## config.mk

```make
export PLATFORM = sky130hd
export DESIGN_NAME = thread_issue_unit
export DESIGN_NICKNAME = d
export VERILOG_FILES = /design/src/rtl/thread_issue_unit.sv
export SDC_FILE = /design/constraint.sdc
export NUM_CORES = 1
export LEC_CHECK = 0
export ABC_AREA = 1
export ABC_CLOCK_PERIOD_IN_PS = 4500
export CORE_MARGIN = 5
export CORE_UTILIZATION = 30
export CTS_CLUSTER_DIAMETER = 40
export DETAILED_ROUTE_END_ITERATION = 6
export PLACE_DENSITY = 0.61
export SYNTH_ARGS = -nofsm -noshare
export SYNTH_HDL_FRONTEND = slang
export SYNTH_SLANG_ARGS = --single-unit
```

## constraint.sdc

```tcl
create_clock -name clk -period 4.5 [get_ports clk]
set_clock_uncertainty 0.2 [all_clocks]
set_input_delay 0.675 -clock clk [delete_from_list [all_inputs] [get_ports clk]]
set_output_delay 0.675 -clock clk [all_outputs]
set_load 0.005 [all_outputs]
```

## src/rtl/thread_issue_unit.sv

```systemverilog
// rtl/thread_issue_unit.sv - pops aligned thread batches, masks lanes, issues to the CGRA under retire credits
// Optional THREAD_ISSUE_PERF_EN adds saturating issue/stall performance counters.
module thread_issue_unit #(
  parameter int TID_WIDTH    = 10,
  parameter int MAX_INFLIGHT = 4,
  localparam int CW          = $clog2(MAX_INFLIGHT + 1)
) (
  input  logic                 clk,
  input  logic                 rst,
  input  logic                 start,
  input  logic [1:0]           unrolling_factor,
  input  logic                 gen_last,
  input  logic [TID_WIDTH:0]   fifo_data_0,
  input  logic [TID_WIDTH:0]   fifo_data_1,
  input  logic [TID_WIDTH:0]   fifo_data_2,
  input  logic [TID_WIDTH:0]   fifo_data_3,
  input  logic                 fifo_data_valid,
  input  logic                 fifo_empty,
  output logic                 fifo_pop,
  output logic                 out_valid,
  input  logic                 out_ready,
  output logic [TID_WIDTH-1:0] out_tid_0,
  output logic [TID_WIDTH-1:0] out_tid_1,
  output logic [TID_WIDTH-1:0] out_tid_2,
  output logic [TID_WIDTH-1:0] out_tid_3,
  output logic [3:0]           out_lane_mask,
  input  logic                 retire,
  output logic [CW-1:0]        inflight_count,
  output logic                 busy,
  output logic                 done,
  output logic                 err_retire_underflow
`ifdef THREAD_ISSUE_PERF_EN
  ,
  output logic [31:0]          perf_issued_threads,
  output logic [31:0]          perf_stall_credit,
  output logic [31:0]          perf_stall_ready
`endif
);

  typedef enum logic [1:0] {S_IDLE, S_WAIT, S_HOLD, S_DONE} state_t;

  localparam logic [CW:0] MAX_L = MAX_INFLIGHT[CW:0];

  state_t               state, state_nxt;
  logic [TID_WIDTH:0]   fifo_ent [4];
  logic [3:0]           keep_mask;
  logic [3:0]           cap_mask;
  logic [TID_WIDTH-1:0] tid_q [4];
  logic [3:0]           mask_q;
  logic [CW-1:0]        cnt_q;
  logic [CW:0]          cnt_ext;
  logic [CW:0]          cnt_p1;
  logic                 err_q;
  logic                 credit_ok;
  logic                 hs;
  logic                 start_ok;
  logic                 pop_c;
  logic                 done_c;

  assign fifo_ent[0] = fifo_data_0;
  assign fifo_ent[1] = fifo_data_1;
  assign fifo_ent[2] = fifo_data_2;
  assign fifo_ent[3] = fifo_data_3;

  // Unrolling factor 3 is reserved and behaves like a single lane.
  always_comb begin
    case (unrolling_factor)
      2'd1:    keep_mask = 4'b0011;
      2'd2:    keep_mask = 4'b1111;
      default: keep_mask = 4'b0001;
    endcase
  end

  always_comb begin
    for (int i = 0; i < 4; i++) begin
      cap_mask[i] = fifo_ent[i][TID_WIDTH] & keep_mask[i];
    end
  end

  assign cnt_ext   = {1'b0, cnt_q};
  assign cnt_p1    = cnt_ext + 1'b1;
  assign credit_ok = (cnt_ext < MAX_L) || retire;
  assign hs        = (state == S_HOLD) && out_ready;
  assign start_ok  = start && ((state == S_IDLE) || (state == S_DONE));

  always_comb begin
    state_nxt = state;
    pop_c     = 1'b0;
    done_c    = 1'b0;
    case (state)
      S_IDLE: begin
        if (!fifo_empty && credit_ok) begin
          pop_c     = 1'b1;
          state_nxt = S_WAIT;
        end else if (gen_last && fifo_empty && (cnt_q == '0) && !retire) begin
          done_c    = 1'b1;
          state_nxt = S_DONE;
        end
      end
      S_WAIT: begin
        if (fifo_data_valid) begin
          state_nxt = (cap_mask == 4'b0000) ? S_IDLE : S_HOLD;
        end
      end
      S_HOLD: begin
        if (out_ready) begin
          // The batch being accepted consumes a credit this cycle.
          if (!fifo_empty && ((cnt_p1 < MAX_L) || retire)) begin
            pop_c     = 1'b1;
            state_nxt = S_WAIT;
          end else begin
            state_nxt = S_IDLE;
          end
        end
      end
      S_DONE: begin
        if (start) begin
          state_nxt = S_IDLE;
        end
      end
      default: state_nxt = S_IDLE;
    endcase
  end

  always_ff @(posedge clk) begin
    if (rst) begin
      state  <= S_IDLE;
      mask_q <= '0;
      for (int i = 0; i < 4; i++) begin
        tid_q[i] <= '0;
      end
    end else begin
      state <= state_nxt;
      if ((state == S_WAIT) && fifo_data_valid) begin
        mask_q <= cap_mask;
        for (int i = 0; i < 4; i++) begin
          tid_q[i] <= cap_mask[i] ? fifo_ent[i][TID_WIDTH-1:0] : '0;
        end
      end
    end
  end

  always_ff @(posedge clk) begin
    if (rst) begin
      cnt_q <= '0;
      err_q <= 1'b0;
    end else begin
      case ({hs, retire})
        2'b10:   if (cnt_ext < MAX_L) cnt_q <= cnt_q + 1'b1;
        2'b01:   if (cnt_q != '0) cnt_q <= cnt_q - 1'b1;
        default: cnt_q <= cnt_q;
      endcase
      if (start_ok) begin
        err_q <= 1'b0;
      end
      if (retire && !hs && (cnt_q == '0)) begin
        err_q <= 1'b1;
      end
    end
  end

`ifdef THREAD_ISSUE_PERF_EN
  logic [32:0] issued_sum;

  assign issued_sum = {1'b0, perf_issued_threads} + 33'($countones(mask_q));

  always_ff @(posedge clk) begin
    if (rst || start_ok) begin
      perf_issued_threads <= '0;
      perf_stall_credit   <= '0;
      perf_stall_ready    <= '0;
    end else begin
      if (hs) begin
        perf_issued_threads <= issued_sum[32] ? 32'hFFFF_FFFF : issued_sum[31:0];
      end
      if ((state == S_IDLE) && !fifo_empty && !credit_ok && (perf_stall_credit != 32'hFFFF_FFFF)) begin
        perf_stall_credit <= perf_stall_credit + 32'd1;
      end
      if ((state == S_HOLD) && !out_ready && (perf_stall_ready != 32'hFFFF_FFFF)) begin
        perf_stall_ready <= perf_stall_ready + 32'd1;
      end
    end
  end
`endif

  // Pop and done are combinational, so reset must gate them directly.
  assign fifo_pop             = pop_c && !rst;
  assign done                 = done_c && !rst;
  assign out_valid            = (state == S_HOLD);
  assign out_lane_mask        = out_valid ? mask_q : 4'b0000;
  assign out_tid_0            = out_valid ? tid_q[0] : '0;
  assign out_tid_1            = out_valid ? tid_q[1] : '0;
  assign out_tid_2            = out_valid ? tid_q[2] : '0;
  assign out_tid_3            = out_valid ? tid_q[3] : '0;
  assign inflight_count       = cnt_q;
  assign busy                 = ((state != S_IDLE) && (state != S_DONE)) || (cnt_q != '0);
  assign err_retire_underflow = err_q;

endmodule

```

; Word-level counts from Yosys, hierarchy flattened
; Memory sizes are Yosys's and may differ from the RTL's.
; Index checks and enable logic that the tools add are counted.
[classes]
shifts = 0
reduce_logical = 30
n_lt_le_gt_ge = 2
n_eq_ne = 14
div = 0
bitwise_logic = 8
n_mul = 0
n_mux = 39
add_sub_neg = 3
[op_table]
columns = op, n
row1 = $mux W10, 12
row2 = $mux W1, 14
row3 = $logic_and A1 B1 Y1, 13
row4 = $mux W2, 6
row5 = $ne A2 B2 Y1 const B, 5
row6 = $eq A2 B2 Y1 const B, 4
row7 = $pmux W2 S4, 1
row8 = $pmux W4 S2, 1
row9 = $eq A2 B1 Y1 const B, 3
row10 = $mux W3, 2
row11 = $pmux W3 S2, 1
row12 = $reduce_bool A2 Y1, 3
row13 = $add A3 B1 Y4 const B, 1
row14 = $and A1 B1 Y1, 4
row15 = $logic_not A1 Y1, 4
row16 = $logic_not A4 Y1, 1
row17 = $logic_or A1 B1 Y1, 4
row18 = $lt A4 B3 Y1 const B, 1
row19 = $mux W4, 1
row20 = $or A1 B1 Y1, 4
row21 = $reduce_and A4 Y1, 1
row22 = $add A3 B1 Y3 const B, 1
row23 = $logic_not A3 Y1, 1
row24 = $lt A3 B3 Y1 const B, 1
row25 = other kinds (7), 7
[word_totals]
mem_bits_rw = 40
rom_bits = 0
in_bits = 54
memories = 1
ff_bits = 10
elab_cells = 101
out_inout_bits = 52
latchBits = 0
[memory_table]
columns = memory, words, word_bits, read_ports, rd_clocked_by_memory_dff, write_ports, line_no
row1 = tid_q, 4, 10, 4, 0, 4, 48  ; logic [TID_WIDTH-1:0] tid_q [4];

; Depth between registers and ports, before layout
[depth]
depth_word = 8
ltp_mapped = 12
ltp_nobuf = 11

; Least setup slack after synthesis
; No wires, ideal clock.
[synth_timing]
path_type = input to register
start = input rst
end = memory tid_q[0][0] (enable)
path_buffers = 0
path_slack_ps = 2149
t_required_ps = 3902
setup_time_ps = 398
arrival_ps = 1753
path_stages = 2
path_cell_list = clkinv_1 nand2_1
[synth_lines]
columns = item, line_no
row1 = start: declaration, 9  ; input logic rst,
row2 = end: declaration, 48

; Worst setup path after layout
[layout_timing]
start = register state[0]
end = output fifo_pop
[layout_between]
elab_chain_cells = 3
word_cells_on_any_way = 4
classes_between = eq/ne (1) / mux (1) / reduce/logical (2)
[layout_rtl]
columns = item, line_no
row1 = start: declaration, 44  ; state_t state, state_nxt;
row2 = start signal: assignment, 133  ; state <= state_nxt;
row3 = $eq A2 B2 Y1 or $logic_not A2 Y1 (tied branches), 90  ; case (state)
row4 = $pmux W1 S2 (*), 90
row5 = $logic_and A1 B1 Y1 (*), 187  ; assign fifo_pop = pop_c && !rst;
row6 = end: declaration, 19  ; output logic fifo_pop,
; Mark *: on every way between the ends. The rest lies on a longest branch, timed or not.

==> impl_results.md <==
- Status: completed
- CP max stage cell: ha_2
- Reg area: 1401 um2
- Synth warn: 0
- Area occupied by multi-input gates: 762.0 um2
- Nets: 487
- Register area share after synthesis: 0.5359
- DRC viols: 0
- Count of final setup violators: 0
- F_max: 296.6 MHz
- Metal-1 WL: 2.438 mm
- Die span in y: 103.4 um
- Slew HR: 0.3832
- Clock network power share: 0.241
- RSZ-0062 raised after global routing: no
- Combinational share of power: 0.349
- Hold Crit Class: flip-flop to flip-flop
- Via Count: 2190
- Post-synthesis net count: 384
- Synth-to-Final Area Change: 47.94%
- Initial antenna violation count: 0
- CP Class: flip-flop to primary output
- # fillers: 869
- Placement Rows: 34
- Crit path cell chain: inv_1 -> ha_2 -> nand3_1 -> a211oi_1 -> clkdlybuf4s50_1
- Syn Area/Cell: 8.121 um2
- Die W: 103.4 um
- TritonCTS buffer count: 5
- Layout cells sized above 1: 0.04225
- First-pass GRT wire length: 9.770 mm
- WL final: 6.099 mm
- Sw frac: 0.2951
- GRT overflow: 0
- Peak VDD IR: 0.0002063 V
- CP max stage delay: 800 ps
- Sequential share of power: 0.410
- Clk sinks: 50
- #FFs+latches synth: 50
- GRT Resource Usage Total: 0.1162
- Vias/cell: 4.101
- Synth Cell Area: 2615 um2
- Sw power: 441.1 uW
- Total power: 1495 uW
- Hold Vio Cnt, Final: 0
- Min cycle time layout: 3371 ps
- Period utilization: 0.7491
- P_int: 1054 uW
- CTS Hold Bufs: 0
- Largest net degree at the start of global routing: 50
- PwrDens: 386.4 nW/um2
- WL/cell: 11.42 um
- Measured slew at the worst slew-check pin: 921.9 ps
- WL met2: 3.048 mm
- Root buf cell: clkbuf_8
- Clock Path Buffers: 2
- Worst-path clk slew: 90 ps
- Die area: 10680 um2
- Diodes inserted: 0
- Clock latency on the worst-skew pair: 300 ps
- Setup_tns: 0 ps
- I/O Buffers: 105
- Startpoint Class: flip-flop
- # resized after CTS: 0
- Worst-path maximum fanout: 49
- Synth Instances: 322
- Final antenna-violating net count: 0
- Crit path max-delay family: adder cells
- Postcts setup bufs: 0
- Cell variety after synth: 22
- Crit path buffers/inverters: 2
- Pre-antenna DRT Iters: 4
- Placer Congestion: 0.8625
- CTS tree: built
- CP arrival: 2500 ps
- Metal3 WL: 581 um
- P_leak: 0.002011 uW
- Area of the core: 8593 um2
- I/O pin total: 106
- Worst path required time: 3620 ps
- Critical Path End Type: primary output
- H-tree levels: 2
- Top sig layer: met4
- Starting DRT DRC Count: 72
- Max-slew violation count: 0
- Vias in the first global route: 2154
- MaxCap Viol Count: 0
- DPL Wire Length: 4.721 mm
- Starting Density: 0.3043
-- kinds of logic (layout without fill, tap and decap cells) --
family,Yosys count,count (layout),synth area share
XOR/XNOR,1,1,0.003350
AO/OA/AOI/OAI,10,10,0.02010
buffers and inverters,112,216,0.1746
AND/OR/NAND/NOR,141,141,0.2249
adder cells (fa/ha/maj),8,8,0.04115
flip-flops,50,50,0.5359
-- power groups by stage --
stage,Combinational (uW),Sequential [uW],Clock [uW]
floorplan,276,614,0
global route,595,619,394
finish,522,612,361
detailed placement,532,622,0
CTS,536,612,372
global placement,526,619,0
-- cell usage in the layout (no fill, tap or decap), drive strengths merged, types with 2 or more instances in the layout --
master / netlist / routed
inv: 102 / 102
nor2: 50 / 50
nand3: 15 / 15
ha: 7 / 7
dfxtp: 10 / 10
a21oi: 5 / 5
clkbuf: 0 / 5
clkinv: 1 / 2
o21ai: 4 / 4
nand2: 73 / 73
bufinv: 0 / 2
edfxtp: 40 / 40
clkdlybuf4s50: 0 / 105
-- metrics by stage --
step	cells	instance area, um2	hold WS (ps)	util	setup WS (ps)
final	534	3869	276.6	0.4502	1129
after global routing	534	3869	300.6	0.4502	841.6
after CTS	534	3869	282.6	0.4502	1063
after detailed placement	526	3736	267.9	0.4348	1435
after global placement	526	3736	259.5	0.4348	1448
after floorplan	322	2615	249.0	-	2149
-- metal layers --
metal	vias to the layer above	track usage
li1	1135	-
met1	982	0.1322
met2	68	0.2064
met3	5	0.04359
met4	0	0.02689
met5	-	0
-- synthesized netlist by cell type, drive strengths merged --
| library cell | instances | area share |
|---|---|---|
| nand3 | 15 | 0.034 |
| nand4 | 1 | 0.0024 |
| clkinv | 1 | 0.0014 |
| buf | 9 | 0.027 |
| nand2 | 73 | 0.11 |
| or2 | 1 | 0.0024 |
| nor4 | 1 | 0.0024 |
| a211oi | 1 | 0.0029 |
| fa | 1 | 0.0077 |
| a21oi | 5 | 0.0096 |
| o21ai | 4 | 0.0077 |
| nor2 | 50 | 0.078 |
| dfxtp | 10 | 0.077 |
| inv | 102 | 0.15 |
| ha | 7 | 0.033 |
| edfxtp | 40 | 0.46 |
| xnor2 | 1 | 0.0033 |
-- final cells by class --
class	instances	share of cell area
Clock inverter	3	0.01649
Sequential cell	50	0.3622
Clock buffer	5	0.01779
Tap cell	108	0.03493
Multi-Input combinational cell	160	0.1970
Timing Repair Buffer	105	0.2717
Inverter	103	0.09994
-- path summary, 6_finish.rpt --
path                                start           endpoint  slack [ps]  cells past startpoint
worst min register to register  mask_q[0]          mask_q[0]         280                      2
worst max-delay path             state[0]           fifo_pop        1130                      5
worst min-delay path            mask_q[0]          mask_q[0]         280                      2
worst max register to register   state[0]  inflight_count[1]        1800                      9
-- flip-flops by register name, summed over array words and instances (netlist names) --
signal                count
err_retire_underflow      1
inflight_count            3
mask_q                    4
state                     2
tid_q                    40
-- worst register-to-register path, stage by stage (launching register included) --
cell and delay, ps:
dfxtp_1 340, inv_1 110, ha_2 800, nand2_1 170, ha_1 270, inv_1 80
fa_1 410, nand3_1 90, nand2_1 50, a21oi_1 110
(Power assumes the default switching activity.)
